`config.mk`:
```
export PLATFORM = sky130hd
export DESIGN_NAME = matrix_operand_sequencer
export DESIGN_NICKNAME = d
export VERILOG_FILES = /design/src/rtl/matrix_pkg.sv /design/src/rtl/matrix_index_counter.sv /design/src/rtl/matrix_operand_sequencer.sv
export SDC_FILE = /design/constraint.sdc
export NUM_CORES = 1
export LEC_CHECK = 0
export ABC_AREA = 1
export CELL_PAD_IN_SITES_DETAIL_PLACEMENT = 1
export CELL_PAD_IN_SITES_GLOBAL_PLACEMENT = 2
export CORE_AREA = 2 2 257 259
export DETAILED_ROUTE_END_ITERATION = 10
export DIE_AREA = 0 0 259 261
export GPL_TIMING_DRIVEN = 0
export PLACE_DENSITY = 0.73
export REMOVE_ABC_BUFFERS = 1
export SLEW_MARGIN = 0
export SYNTH_ARGS = -nofsm -noshare
export SYNTH_HDL_FRONTEND = slang
export SYNTH_SLANG_ARGS = --single-unit
```
`constraint.sdc`:
```
create_clock -name clock -period 3.7 [get_ports clock]
set_input_delay 0.555 -clock clock [delete_from_list [all_inputs] [get_ports clock]]
set_output_delay 0.555 -clock clock [all_outputs]
set_load 0.02 [all_outputs]
```
`src/rtl/matrix_pkg.sv`:
```
// Shared types and helpers for the matrix operand sequencer.
package matrix_pkg;

   typedef enum logic [1:0] {
      IDLE,
      RUN,
      DONE
   } seq_state_t;

   // Index width for a loop of n iterations; one spare bit keeps n itself representable.
   function automatic int unsigned idx_w(input int unsigned n);
      return $clog2(n) + 1;
   endfunction

endpackage

```
`src/rtl/matrix_index_counter.sv`:
```
// Nested i/j/k loop counter. k advances by STRIDE, j on k wrap, i on j wrap.
// Wraps back to (0,0,0) after the final position so the next sweep starts clean.
module matrix_index_counter
   import matrix_pkg::*;
#(
   parameter int unsigned NI     = 3,
   parameter int unsigned NJ     = 3,
   parameter int unsigned NK     = 3,
   parameter int unsigned STRIDE = 1
) (
   input  logic                    clock,
   input  logic                    nreset,
   input  logic                    step,
   input  logic                    clear,
   output logic [idx_w(NI)-1:0]    i,
   output logic [idx_w(NJ)-1:0]    j,
   output logic [idx_w(NK)-1:0]    k,
   output logic                    first_k,
   output logic                    last_k,
   output logic                    wrap_all
);

   localparam int unsigned IW = idx_w(NI);
   localparam int unsigned JW = idx_w(NJ);
   localparam int unsigned KW = idx_w(NK);

   logic [IW-1:0] i_q, i_d;
   logic [JW-1:0] j_q, j_d;
   logic [KW-1:0] k_q, k_d;
   logic          last_j;
   logic          last_i;

   assign first_k  = (k_q == '0);
   assign last_k   = (k_q == KW'(NK - STRIDE));
   assign last_j   = (j_q == JW'(NJ - 1));
   assign last_i   = (i_q == IW'(NI - 1));
   assign wrap_all = last_k && last_j && last_i;

   assign i = i_q;
   assign j = j_q;
   assign k = k_q;

   // Next index: clear has priority, otherwise carry k -> j -> i on step
   always_comb begin
      i_d = i_q;
      j_d = j_q;
      k_d = k_q;
      if (clear) begin
         i_d = '0;
         j_d = '0;
         k_d = '0;
      end else if (step) begin
         if (last_k) begin
            k_d = '0;
            if (last_j) begin
               j_d = '0;
               i_d = last_i ? '0 : i_q + IW'(1);
            end else begin
               j_d = j_q + JW'(1);
            end
         end else begin
            k_d = k_q + KW'(STRIDE);
         end
      end
   end

   // Index registers
   always_ff @(posedge clock) begin
      if (!nreset) begin
         i_q <= '0;
         j_q <= '0;
         k_q <= '0;
      end else begin
         i_q <= i_d;
         j_q <= j_d;
         k_q <= k_d;
      end
   end

endmodule

```
`src/rtl/matrix_operand_sequencer.sv`:
```
// Self-timed operand stream for C = A x B. Each beat carries LANES consecutive
// A[i][k..] / B[k..][j] pairs; first_k/last_k frame each C[i][j] accumulation.
// The index counter points at the beat to be loaded next, so the output
// registers can be refilled on the same edge a beat is accepted (no bubbles).
module matrix_operand_sequencer
   import matrix_pkg::*;
#(
   parameter int unsigned AROWS     = 3,
   parameter int unsigned ACOLUMNS  = 3,
   parameter int unsigned BCOLUMNS  = 3,
   parameter int unsigned WIDTH_BIT = 32,
   parameter int unsigned LANES     = 1
) (
   input  logic                          clock,
   input  logic                          nreset,
   input  logic                          start,
   input  logic signed [WIDTH_BIT-1:0]   MatrixA [AROWS][ACOLUMNS],
   input  logic signed [WIDTH_BIT-1:0]   MatrixB [ACOLUMNS][BCOLUMNS],
   output logic signed [WIDTH_BIT-1:0]   a_vec [LANES],
   output logic signed [WIDTH_BIT-1:0]   b_vec [LANES],
   output logic [idx_w(AROWS)-1:0]       i_out,
   output logic [idx_w(BCOLUMNS)-1:0]    j_out,
   output logic                          first_k,
   output logic                          last_k,
   output logic                          out_valid,
   input  logic                          out_ready,
   output logic                          busy,
   output logic                          done
);

   localparam int unsigned IW = idx_w(AROWS);
   localparam int unsigned JW = idx_w(BCOLUMNS);
   localparam int unsigned KW = idx_w(ACOLUMNS);

   seq_state_t state_q, state_d;
   logic       load;
   logic       clear;
   logic       last_beat_q;

   logic [IW-1:0] cnt_i;
   logic [JW-1:0] cnt_j;
   logic [KW-1:0] cnt_k;
   logic          cnt_first;
   logic          cnt_last;
   logic          cnt_wrap;

   logic signed [WIDTH_BIT-1:0] a_d [LANES];
   logic signed [WIDTH_BIT-1:0] b_d [LANES];

   matrix_index_counter #(
      .NI     (AROWS),
      .NJ     (BCOLUMNS),
      .NK     (ACOLUMNS),
      .STRIDE (LANES)
   ) u_counter (
      .clock    (clock),
      .nreset   (nreset),
      .step     (load),
      .clear    (clear),
      .i        (cnt_i),
      .j        (cnt_j),
      .k        (cnt_k),
      .first_k  (cnt_first),
      .last_k   (cnt_last),
      .wrap_all (cnt_wrap)
   );

   // FSM state register
   always_ff @(posedge clock) begin
      if (!nreset) begin
         state_q <= IDLE;
      end else begin
         state_q <= state_d;
      end
   end

   // Next state; load presents a new beat and advances the counter
   always_comb begin
      state_d = state_q;
      load    = 1'b0;
      clear   = 1'b0;
      unique case (state_q)
         IDLE: begin
            if (start) begin
               load    = 1'b1;
               state_d = RUN;
            end
         end
         RUN: begin
            if (out_ready) begin
               if (last_beat_q) begin
                  state_d = DONE;
               end else begin
                  load = 1'b1;
               end
            end
         end
         DONE: begin
            clear   = 1'b1;
            state_d = IDLE;
         end
         default: state_d = IDLE;
      endcase
   end

   // Lane l selects A[i][k+l] and B[k+l][j] for the beat about to be loaded
   always_comb begin
      for (int l = 0; l < int'(LANES); l++) begin
         a_d[l] = '0;
         b_d[l] = '0;
      end
      for (int r = 0; r < int'(AROWS); r++) begin
         for (int c = 0; c < int'(ACOLUMNS); c++) begin
            for (int l = 0; l < int'(LANES); l++) begin
               if ((int'(cnt_i) == r) && (int'(cnt_k) + l == c)) begin
                  a_d[l] = MatrixA[r][c];
               end
            end
         end
      end
      for (int r = 0; r < int'(ACOLUMNS); r++) begin
         for (int c = 0; c < int'(BCOLUMNS); c++) begin
            for (int l = 0; l < int'(LANES); l++) begin
               if ((int'(cnt_k) + l == r) && (int'(cnt_j) == c)) begin
                  b_d[l] = MatrixB[r][c];
               end
            end
         end
      end
   end

   // Output register stage; holds while a beat waits for out_ready
   always_ff @(posedge clock) begin
      if (!nreset) begin
         for (int l = 0; l < int'(LANES); l++) begin
            a_vec[l] <= '0;
            b_vec[l] <= '0;
         end
         i_out       <= '0;
         j_out       <= '0;
         first_k     <= 1'b0;
         last_k      <= 1'b0;
         last_beat_q <= 1'b0;
      end else if (load) begin
         for (int l = 0; l < int'(LANES); l++) begin
            a_vec[l] <= a_d[l];
            b_vec[l] <= b_d[l];
         end
         i_out       <= cnt_i;
         j_out       <= cnt_j;
         first_k     <= cnt_first;
         last_k      <= cnt_last;
         last_beat_q <= cnt_wrap;
      end
   end

   assign out_valid = (state_q == RUN);
   assign busy      = (state_q == RUN);
   assign done      = (state_q == DONE);

endmodule

```
==> out/metrics.yaml, run 1 <==
critical_path:
  worstPathArrival_ns: 3.68
  crit_type: "reg2reg"
  end_kind: "flip-flop"
  cp_cell_sequence: "inv_2 -> nand3_4 -> nor2_4 -> inv_2 -> or2_0 -> nand2_1 -> nand4_1 -> nand2_1 -> inv_1"
  worstPathMaxFanout: 32
  slowest_stage: "nor2_4"
  critPathMaxStageDelay_ns: 1.04
  startpoint_type: "flip-flop"
  regToRegSetupSlack_ns: 0.31
  rr_endpoint: "b_vec[21]"
  r2r_cells: 9
  critical_path_required_ns: 3.99
  reg2reg_from: "u_counter.k[2]"
place:
  hpwl_um: 48030
  port_buffers: 654
  dp.cells: 2863
  globalplace.congestion: 0.8090
synthesis:
  yosys.area.top_type: "nand2_1"
  synthArstFlopShare: 0
  yosys-top-cells-count: "nand2_1 (589), inv_1 (177), nand4_1 (116)"
  synth.top_cell.area_share: 0.2894
  ys_ff_latch: 84
  synth_area_per_cell_um2: 5.398
  netlist_instances: 1415
  syn-cell-area_um2: 7639
  ys_seq_area_frac: 0.2201
  synth_ff_type: "dfxtp_1"
  yosysMostFrequentCell: "nand2_1"
  ys_types: 33
  synth_area_leaders: "nand2_1 (29%), dfxtp_1 (22%), nand4_1 (9.5%)"
  synth_edf_count: 0
  ys.warnings.count: 0
run_status:
  status: "finished, final reports clean"
clocking:
  postCtsSetupBuffers: 0
  cts_resized: 0
  clk_path_buf_depth: 2
  cts_buffers: 9
  htreeDepth: 3
  cts.sinks: 84
  cts_tree: "done"
  clk_pin_slew_ns: 0.08
  clockRootBuffer: "clkbuf_16"
  hold_buffers: 0
  clkLatencyLatePin_ns: 0.38
route:
  drt-wirelength-per-cell_um: 20.53
  drtAntennaViolNets: 0
  drt-initial-drc-count: 366
  wl_um: 59200
  drt_pre_antenna_iters: 4
  drc: 0
  dr_total_vias: 11650
  viasPerCell: 4.042
sta:
  finalCritPeriodShare: 0.9157
  hold_ws_ns: 0.4736
  tightestPinTransition_ns: 1.274
  finClkSkew_ns: 0.01395
  hold_violations: 0
  maxSlewViolCount: 0
  grt_setup_unrepaired: "no"
  relSlewSlack: 0.1484
  max_clock_freq_mhz: 295.1
  min_period_ns: 3.388
  setup_viol: 0
floorplanning:
  dieArea_um2: 67600
  initial_core_util: 0.1174
  ios: 655
  die_x_um: 259
  die_y_um: 261
  fp-row-count: 94
  design.core.area_um2: 65040
final_layout:
  fin_nets: 2590
  drive_gt1_frac: 0.03524
  filler_cell_count: 8032
  instances_no_fill: 2883
  area_growth_pct: 102.0
pwr:
  peakVddDrop_uv: 255.8
  power_mw: 3.985
  p_leak_nw: 6.372
  p_per_area_nw_per_um2: 258.2
global_route:
  grt_max_degree: 135
  grt_pass1_wl_um: 82280
  antenna_found_initial: 15
  grt_overflow: 0
  grt.total_usage: 0.1674
  grt_pass1_vias: 12510
worst_hold_path:
  hp-class: "reg2reg"
  hp-start: "last_beat_q"
  hold_depth: 2
  holdPathEnd: "last_beat_q"
job:
  drv_cap: 0
[cells by family after synthesis]
family | synth area share
AOI/OAI and AO/OA | 0.1289
and+or+nand+nor | 0.5039
buffers and inverters | 0.1471
DFF | 0.2201
[state kept, by name, indices dropped and copies added (netlist names)]
signal       cells
last_beat_q      1
a_vec           32
first_k          1
last_k           1
b_vec           32
j_out            3
u_counter.k      3
state_q          2
u_counter.i      3
i_out            3
u_counter.j      3
[power by group]
part	total (mW)	switching [mW]	leakage (nW)	internal, mW
Clock	1.04	0.489	0.153	0.550
Sequential	1.05	0.0510	0.694	1.00
Combinational	1.90	0.948	5.52	0.948
Total	3.98	1.49	6.37	2.50
[critical path: cells and delay by family (launching register included)]
family	cells	cell delay [ns]
simple gates	6	2.20
buf+inv	3	0.73
flops	1	0.35
[placed cells by master (no fill, tap or decap), types with 2 or more instances in the layout]
master,count
clkdlybuf4s50_1,653
nand2_1,589
inv_1,177
nand4_1,116
a21oi_1,104
nor2_1,84
dfxtp_1,84
o21ai_0,64
nand3_1,27
nor2_4,17
inv_2,10
o21ai_1,10
or2_0,9
a211oi_1,9
clkbuf_16,9
nor3_1,8
buf_12,8
or2_2,7
nand3_4,6
diode_2,4
nor3b_1,2
nor4_1,2
a221oi_1,2
inv_6,2
clkinv_4,2
[per-layer routing]
metal	GRT usage	vias to the layer above	share of wire
li1	-	5685	-
met1	0.1687	5430	0.37
met2	0.3313	468	0.54
met3	0.04307	63	0.071
met4	0.05491	6	0.024
met5	0	-	0.00068
[area by class of cell]
type	instances	area [um2]	area share
Timing Repair Buffer	664	6736	0.4366
Multi-Input combinational cell	1062	4900	0.3175
Sequential cell	84	1682	0.1090
Tap cell	864	1081	0.07006
Inverter	189	711.9	0.04614
Clock buffer	10	239.0	0.01549
Clock inverter	6	70.07	0.004541
Antenna cell	4	10.01	0.0006487
[through the flow]
step,worst slack (ns),setup TNS (ns),util,area (um2)
after floorplan,0.9726,0,-,7227
after global placement,-1.661,-48.68,0.2284,14850
after detailed placement,0.2175,0,0.2323,15110
after CTS,0.2040,0,0.2371,15420
after global routing,0.1060,0,0.2371,15420
final,0.3118,0,0.2372,15430
[worst max path at each step]
stage,from,to,slack [ns],cells after the start
2_1_floorplan,state_q[1],u_counter.k[2],0.97,10
4_1_cts,u_counter.k[2],b_vec[21],0.20,9
3_5_place_dp,u_counter.k[2],b_vec[21],0.22,9
5_1_grt,u_counter.k[0],b_vec[21],0.11,9
3_3_place_gp,nreset,u_counter.j[0],-1.66,4
6_report,u_counter.k[2],b_vec[21],0.31,9
No activity file was read; power rests on OpenSTA's default activity.
==> run 2, diff against run 1 <==
Settings changed: RECOVER_POWER set to 100.
==> run 2 against run 1 <==
The flow now finishes with violations (max-capacitance violations, max-slew violations). Count of clock-buffer cells in the layout did not move. Worst hold slack worse by 0.0015 ns. Die area unchanged. Maximum frequency is 0.47% higher. Sequential power about the same. Non-clock buffer count did not move. First-iteration DRC count down 4.1%. Sequential cell count unchanged. Clock skew about the same. Critical path type unchanged. Critical endpoint unchanged.
==> out/metrics.yaml, run 2 (synthesized netlist as in run 1, its figures left out) <==
run_status:
  status: "finished, violations left"
  violations: "max-capacitance violations, max-slew violations"
critical_path:
  critical_path_required_ns: 3.99
  cp_cell_sequence: "inv_2 -> nand3_4 -> nor2_4 -> inv_2 -> or2_0 -> nand2_1 -> nand4_1 -> nand2_1 -> inv_1"
  rr_endpoint: "b_vec[21]"
  worstPathArrival_ns: 3.66
  critPathBufInv: 3
  worstPathMaxFanout: 32
  r2r_cells: 9
  cp_top_family: "simple AND/OR/NAND/NOR gates"
  end_kind: "flip-flop"
  reg2reg_from: "u_counter.k[2]"
  critPathMaxStageDelay_ns: 1.04
  slowest_stage: "nor2_4"
  startpoint_type: "flip-flop"
  regToRegSetupSlack_ns: 0.33
  crit_type: "reg2reg"
sta:
  finClkSkew_ns: 0.01382
  tightestPinTransition_ns: 1.752
  hold_violations: 0
  setup_ws_ns: 0.3277
  max_clock_freq_mhz: 296.5
  setup_tns_ns: 0
  relSlewSlack: -0.1681
  min_period_ns: 3.372
  finalCritPeriodShare: 0.9114
  maxSlewViolCount: 97
  setup_viol: 0
  grt_setup_unrepaired: "no"
clocking:
  clk_pin_slew_ns: 0.08
  cts.sinks: 84
  cts_buffers: 9
  cts_resized: 0
  clockRootBuffer: "clkbuf_16"
  cts_tree: "done"
  postCtsSetupBuffers: 0
  htreeDepth: 3
  clk_path_buf_depth: 2
  clkLatencyLatePin_ns: 0.38
  hold_buffers: 0
job:
  drv_cap: 3
final_layout:
  filler_cell_count: 8035
  top_regs: "a_vec: 32 flops, b_vec: 32 flops"
  fin_area_um2: 15410
  fin_nets: 2590
  area_growth_pct: 101.7
  final_cell_mix: "nand2_1 (589), clkdlybuf4s50_1 (577), inv_1 (178)"
  final_core_util: 0.2369
  drive_gt1_frac: 0.03375
  final_common_cell: "nand2_1"
pwr:
  p_int_mw: 2.464
  power_frac_comb: 0.472
  p_clk_frac: 0.263
  power_mw: 3.943
  seq_power_share: 0.265
  peakVddDrop_uv: 255.3
  p_leak_nw: 6.537
  p_sw_frac: 0.3752
  p_per_area_nw_per_um2: 255.9
  p_switching_mw: 1.479
floorplanning:
  ios: 655
  initial_core_util: 0.1174
  dieArea_um2: 67600
  fp-row-count: 94
  design.core.area_um2: 65040
  die_x_um: 259
  die_y_um: 261
global_route:
  grt_overflow: 0
  grt.total_usage: 0.1674
  grt_pass1_vias: 12510
  grt_pass1_wl_um: 82280
  antenna_found_initial: 15
  grt_max_degree: 135
place:
  dp_slack_ns: 0.2175
  port_buffers: 654
  globalplace.congestion: 0.8090
  postPlaceCellArea_um2: 15110
  hpwl_um: 48030
route:
  wl_um: 59160
  drt-initial-drc-count: 351
  drt-wirelength-per-cell_um: 20.52
  drtAntennaViolNets: 0
  drc: 0
  drt_pre_antenna_iters: 4
  dr_total_vias: 11660
  viasPerCell: 4.043
worst_hold_path:
  holdPathEnd: "a_vec[4]"
  hold_depth: 2
  hp-class: "reg2reg"
  hp-start: "a_vec[4]"
-- run 2: cell types whose count changed in the layout (fill, tap and decap cells not counted), sizes merged --
cell,change
buf,-1
clkbuf,+1
clkdlybuf4s50,-76
dlygate4sd3,+76
-- run 2: worst register-to-register path, stage by stage, from the launching register on --
cell and delay, ns:
dfxtp_1 0.35, inv_2 0.17, nand3_4 0.24, nor2_4 1.04, inv_2 0.53, or2_0 0.52
nand2_1 0.14, nand4_1 0.12, nand2_1 0.13, inv_1 0.04
-- run 2: routing by layer --
| layer | vias to the layer above | track usage | part of all wire |
|---|---|---|---|
| li1 | 5688 | - | - |
| met1 | 5434 | 0.1687 | 0.37 |
| met2 | 464 | 0.3313 | 0.54 |
| met3 | 63 | 0.04307 | 0.070 |
| met4 | 6 | 0.05491 | 0.024 |
| met5 | - | 0 | 0.00078 |
-- run 2: cell type report --
cell class,count,area (um2),share of cell area
multi-input cells,1062,4877,0.3166
repair buffers,664,6735,0.4372
clock inverters,6,70.07,0.004548
clock buffers,10,239.0,0.01551
flip-flops and latches,84,1682,0.1092
inverters,189,711.9,0.04621
diodes,4,10.01,0.0006497
well taps,864,1081,0.07017
-- run 2: power by group through the flow --
stage / sequential (mW) / combinational [mW] / clock, mW
floorplan: 1.18 / 0.600 / 0
global placement: 1.07 / 1.90 / 0
detailed placement: 1.07 / 1.93 / 0
CTS: 1.05 / 1.94 / 1.11
global route: 1.06 / 2.04 / 1.14
finish: 1.05 / 1.86 / 1.04
-- run 2: through the flow --
step,hold WS [ns],std cells
6_report,0.4722,2883
5_1_grt,0.4926,2880
4_1_cts,0.4721,2879
3_5_place_dp,0.4588,2863
3_3_place_gp,0.4550,2853
2_1_floorplan,0.4448,1335
-- run 2: worst max-delay path by stage --
| stage | from | end | slack [ns] | cells after the start |
|---|---|---|---|---|
| finish | u_counter.k[2] | b_vec[21] | 0.33 | 9 |
| global route | u_counter.k[0] | b_vec[21] | 0.11 | 9 |
| CTS | u_counter.k[2] | b_vec[21] | 0.20 | 9 |
| detailed placement | u_counter.k[2] | b_vec[21] | 0.22 | 9 |
| global placement | nreset | u_counter.j[0] | -1.66 | 4 |
| floorplan | state_q[1] | u_counter.k[2] | 0.97 | 10 |
==> patch 1 (settings of run 2) <==
Make the reset (`nreset`) asynchronous in 3 clocked blocks.
--- a/src/rtl/matrix_index_counter.sv
+++ b/src/rtl/matrix_index_counter.sv
@@ -65,7 +65,7 @@
    end
 
    // Index registers
-   always_ff @(posedge clock) begin
+   always_ff @(posedge clock or negedge nreset) begin
       if (!nreset) begin
          i_q <= '0;
          j_q <= '0;
--- a/src/rtl/matrix_operand_sequencer.sv
+++ b/src/rtl/matrix_operand_sequencer.sv
@@ -66,7 +66,7 @@
    );
 
    // FSM state register
-   always_ff @(posedge clock) begin
+   always_ff @(posedge clock or negedge nreset) begin
       if (!nreset) begin
          state_q <= IDLE;
       end else begin
@@ -130,7 +130,7 @@
    end
 
    // Output register stage; holds while a beat waits for out_ready
-   always_ff @(posedge clock) begin
+   always_ff @(posedge clock or negedge nreset) begin
       if (!nreset) begin
          for (int l = 0; l < int'(LANES); l++) begin
             a_vec[l] <= '0;
Check against the original RTL: differs if nreset is asserted again (counterexample within 4 cycles, from zero or initial values and one cycle with nreset low); with nreset held inactive, the same outputs for 4 cycles.
==> patch 1 against run 2 <==
- the flow still finishes with violations (max-capacitance violations, max-slew violations)
- area after synthesis up 3.4%
- routed wire length down 4.5%
- via count down 1.8%
- final area up 2.2%
- clock skew down 0.0049 ns
- utilization up 0.53 points
- setup slack worse by 0.028 ns
- first-iteration DRC count up 31%
- sequential cell count unchanged
Power is not compared: it rests on default switching activity, and its combinational part moved more than twofold at a synthesized area within 25%.
==> patch 1: results (changes against run 2) <==
cts-buffers-inserted: 9  # unchanged
grt_start_max_net_pins: 48  # -64%
drtPass1Iterations: 5  # +1
grt_pass1_wl_um: 80250  # -2.5%
largestRegisters: "a_vec: 32 flops, b_vec: 32 flops"
clock_skew_ns: 0.008896  # -0.004926 ns
worst_hold_path_type: "reg -> reg"
slew_viol_final: 38  # -61%
synthArstFlopShare: 1.000  # +1.000
grt_usage: 0.1609  # -0.006568
ys_types: 26  # -21%
power_leakage_nw: 6.708
post_cts_buffers: 0  # unchanged
synthTopCellsByCount: "nand2_1 (648), inv_1 (125), nand4_1 (103)"
grt_pass1_vias: 12330  # -1.4%
clockRootBuffer: "clkbuf_16"
avgRoutedWirePerCell_um: 19.79  # -3.6%
crit_slowest_cell: "nor2_4"
place_congestion: 0.8843  # +9.3%
ys_warn_count: 0  # unchanged
htree_num_levels: 3  # unchanged
status: "complete, but fails checks"
violations: "max-capacitance violations, max-slew violations"
avgViaCountPerCell: 4.007  # -0.87%
clk_latency_ns: 0.38  # about the same
fill_cells: 7968  # -0.83%
dp_hpwl_um: 44710  # -6.9%
synthFlopType: "dfrtp_1"
antenna_found_initial: 10  # -5
detail_route.iter0.violations: 459  # +31%
clockBufferDepth: 2  # unchanged
maxCapViolCount: 1  # -2
path_max_fanout: 33  # +3.1%
finalNetCount: 2559  # -1.2%
layout-drive-gt1-share: 0.03377  # about the same
max_stage_delay_ns: 0.90  # -0.14 ns
port_buffers: 654  # unchanged
post_cts_resized: 0  # unchanged
seq_area_frac_synth: 0.2662  # +0.04605
yosys-top-cells-area: "nand2_1 (31%), dfrtp_1 (27%), nand4_1 (8.2%)"
place_area_um2: 15430  # +2.1%
clk_pin_slew_ns: 0.08  # about the same
relSlewSlack: -0.7458  # -0.5778
worstPathArrival_ns: 3.68  # +0.02 ns
-- patch 1: changes by cell type in the layout (fill, tap and decap cells not counted), moves of 7 or more --
cell / run 2 / this run
or2_2: 7 / 0
dfrtp_1: 0 / 84
a21oi_1: 104 / 85
or2_0: 10 / 0
nand4_1: 116 / 103
nor2_1: 84 / 52
dfxtp_1: 84 / 0
nand2_1: 589 / 647
nand3_1: 28 / 36
a211oi_1: 9 / 0
inv_1: 178 / 127
nor3b_1: 2 / 37
-- patch 1: final cells by class --
type                       instances  area [um2]  share of cell area
timing repair buffer             666        6795              0.4314
multi-input combinational       1080        4940              0.3136
sequential                        84        2102              0.1335
tap                              864        1081             0.06864
inverter                         138       520.5             0.03305
clock buffer                       9       225.2             0.01430
clock inverter                     7       66.31            0.004210
antenna                            8       20.02            0.001271
-- patch 1: path summary, 6_finish.rpt --
kind	from	to	slack [ns]	depth (start not counted)
worst max-delay path	u_counter.k[0]	a_vec[4]	0.30	8
worst min-delay path	a_vec[27]	a_vec[27]	0.48	2
worst max register to register	u_counter.k[0]	a_vec[4]	0.30	8
worst min register to register	a_vec[27]	a_vec[27]	0.48	2
max in group asynchronous	nreset	b_vec[29]	1.20	1
min in group asynchronous	nreset	a_vec[24]	0.99	1
-- patch 1: stage by stage --
step / instances / setup slack (ns)
floorplan: 1302 / 1.054
global placement: 2820 / -1.830
detailed placement: 2831 / 0.1586
CTS: 2847 / 0.1396
global route: 2854 / -0.01808
finish: 2856 / 0.2993
-- patch 1: cell families after synthesis --
group           count (synthesis)  synth area share
xor+xnor                        2          0.002219
buf+inv                       220            0.1150
simple gates                  913            0.5109
flops                          84            0.2662
compound gates                165            0.1057
-- patch 1: critical path: cells and delay by family, from the launching register on --
family / cells / cell delay [ns]
compound gates: 1 / 0.58
simple gates: 4 / 1.35
buf+inv: 3 / 0.83
flops: 1 / 0.47
-- patch 1: where the power goes --
part	total (mW)	switching (mW)	internal, mW
Combinational	4.50	2.79	1.72
Clock	0.981	0.505	0.476
Sequential	1.36	0.173	1.19
Total	6.85	3.46	3.38
-- patch 1: per-layer routing --
layer,vias to the layer above,part of all wire,global-route usage
met5,-,0.00073,0
met4,6,0.022,0.05186
met3,61,0.043,0.02729
met2,295,0.51,0.2838
met1,5459,0.42,0.1984
li1,5624,-,-
==> patch 2 (config.mk and constraints of run 2) <==
Without the edit above. `i_q` no longer has a reset.
--- a/src/rtl/matrix_index_counter.sv
+++ b/src/rtl/matrix_index_counter.sv
@@ -67,15 +67,17 @@
    // Index registers
    always_ff @(posedge clock) begin
       if (!nreset) begin
-         i_q <= '0;
          j_q <= '0;
          k_q <= '0;
       end else begin
-         i_q <= i_d;
          j_q <= j_d;
          k_q <= k_d;
       end
    end
 
+   always_ff @(posedge clock) begin
+      i_q <= i_d;
+   end
+
 endmodule
 
Formal check against the unedited RTL: no difference found for any inputs over 4 cycles, from zero or initial values and one cycle with nreset low; that may be too few to reach the edited logic, so the function may still have changed.
==> patch 2 against run 2 <==
- the flow still finishes with violations (max-capacitance violations, max-slew violations)
- setup slack improved by 0.21 ns
- sequential power hardly changed
- power is 0.74% lower
- area after synthesis is 1.0% lower
- combinational power is 2% lower
- routed wire length is 1.9% higher
- final area shrank 0.11%
- sequential cell count unchanged
- largest cell class unchanged
==> patch 2: results (changes against run 2) <==
status: "complete, but fails checks"
violations: "max-capacitance violations, max-slew violations"
ys_types: 28  # -15%
grt_pass1_wl_um: 83550  # +1.5%
cts-buffers-inserted: 9  # unchanged
cp_top_family: "simple AND/OR/NAND/NOR gates"
dp_hpwl_um: 47820  # -0.43%
ys_warn_count: 0  # unchanged
maxCapViolCount: 2  # -1
grt_start_max_net_pins: 127  # -5.9%
grt_usage: 0.1707  # +0.003281
relSlewSlack: -0.1449  # +0.02311
port_buffers: 654  # unchanged
seq_area_frac_synth: 0.2225  # +0.002332
largestRegisters: "a_vec: 32 flops, b_vec: 32 flops"
layout-drive-gt1-share: 0.03361  # -0.0001335
worstPathArrival_ns: 3.45  # -0.21 ns
pre_cts_slack_ns: 0.3735  # +0.1560 ns
place_congestion: 0.9016  # +11%
antenna_found_initial: 9  # -6
fill_cells: 8077  # +0.52%
power_leakage_nw: 6.591  # +0.82%
clockRootBuffer: "clkbuf_16"
grt_pass1_vias: 12190  # -2.6%
peakVddDrop_v: 0.0002256  # -12%
clock_skew_ns: 0.01639  # +0.002571 ns
crit_slowest_cell: "nor2_2"
max_stage_delay_ns: 1.36  # +0.32 ns
synthTopCellsByCount: "nand2_1 (589), inv_1 (180), nand4_1 (117)"
drtPass1Iterations: 4  # unchanged
avgViaCountPerCell: 4.026  # -0.41%
post_cts_resized: 0  # unchanged
synthArstFlopShare: 0  # unchanged
slew_viol_final: 97  # unchanged
routed_wl_um: 60300  # +1.9%
post_cts_buffers: 0  # unchanged
yosys-top-cells-area: "nand2_1 (29%), dfxtp_1 (22%), nand4_1 (9.7%)"
post-route-drc-count: 0  # unchanged
detail_route.iter0.violations: 543  # +55%
clockBufferDepth: 2  # unchanged
htree_num_levels: 3  # unchanged
clk_latency_ns: 0.39
path_max_fanout: 31  # -3.1%
finalNetCount: 2598  # +0.31%
clk_pin_slew_ns: 0.09
-- patch 2: path summary, 6_finish.rpt --
check / start / end / depth (start not counted) / slack, ns
worst min register to register: a_vec[24] / a_vec[24] / 2 / 0.48
worst max register to register: u_counter.i[2] / a_vec[24] / 9 / 0.54
worst max-delay path: u_counter.i[2] / a_vec[24] / 9 / 0.54
worst min-delay path: a_vec[24] / a_vec[24] / 2 / 0.48
-- patch 2: through the flow --
step                setup TNS [ns]  hold WS, ns  area, um2  total power, mW  std cells
floorplan                        0       0.4400       7172            1.714       1343
global placement            -61.26       0.4483      14800            2.904       2861
detailed placement               0       0.4647      15070            2.938       2871
CTS                              0       0.4854      15380            4.060       2887
global route                     0       0.5011      15380            4.190       2892
finish                           0       0.4785      15390            3.914       2896
-- patch 2: worst reg2reg max path: cells and delay by family (launching register included) --
family          cells  cell delay (ns)
buf+inv             1             0.14
flops               1             0.34
compound gates      1             0.14
simple gates        7             2.44
-- patch 2: cells by family (layout without fill, tap and decap cells) --
group	count (synthesis)	after routing	share of synthesized area
AND/OR/NAND/NOR	892	892	0.5105
AO/OA/AOI/OAI	176	176	0.1210
flip-flops	84	84	0.2225
buffers and inverters	270	871	0.1460
other	0	9	0
-- patch 2: layout make-up --
cell class                      instances  area share
Antenna cell                            9    0.001463
Clock buffer                            9     0.01463
Clock inverter                          7    0.005203
Inverter                              191     0.04659
Multi-Input combinational cell       1068      0.3146
Sequential cell                        84      0.1093
Tap cell                              864     0.07024
Timing Repair Buffer                  664      0.4380
-- patch 2: report_power, final --
group	leakage [nW]	internal (mW)	switching (mW)
Clock	0.149	0.536	0.509
Combinational	5.75	0.896	0.923
Sequential	0.695	0.998	0.0505
-- patch 2: layer usage --
metal / share of wire / wire length (um) / vias to the layer above / GRT usage
met4: 0.021 / 1250 / 4 / 0.05042
li1: - / - / 5698 / -
met5: 0.00035 / 21 / - / 0
met3: 0.049 / 2972 / 62 / 0.03358
met1: 0.44 / 26740 / 5544 / 0.2193
met2: 0.49 / 29320 / 352 / 0.2884
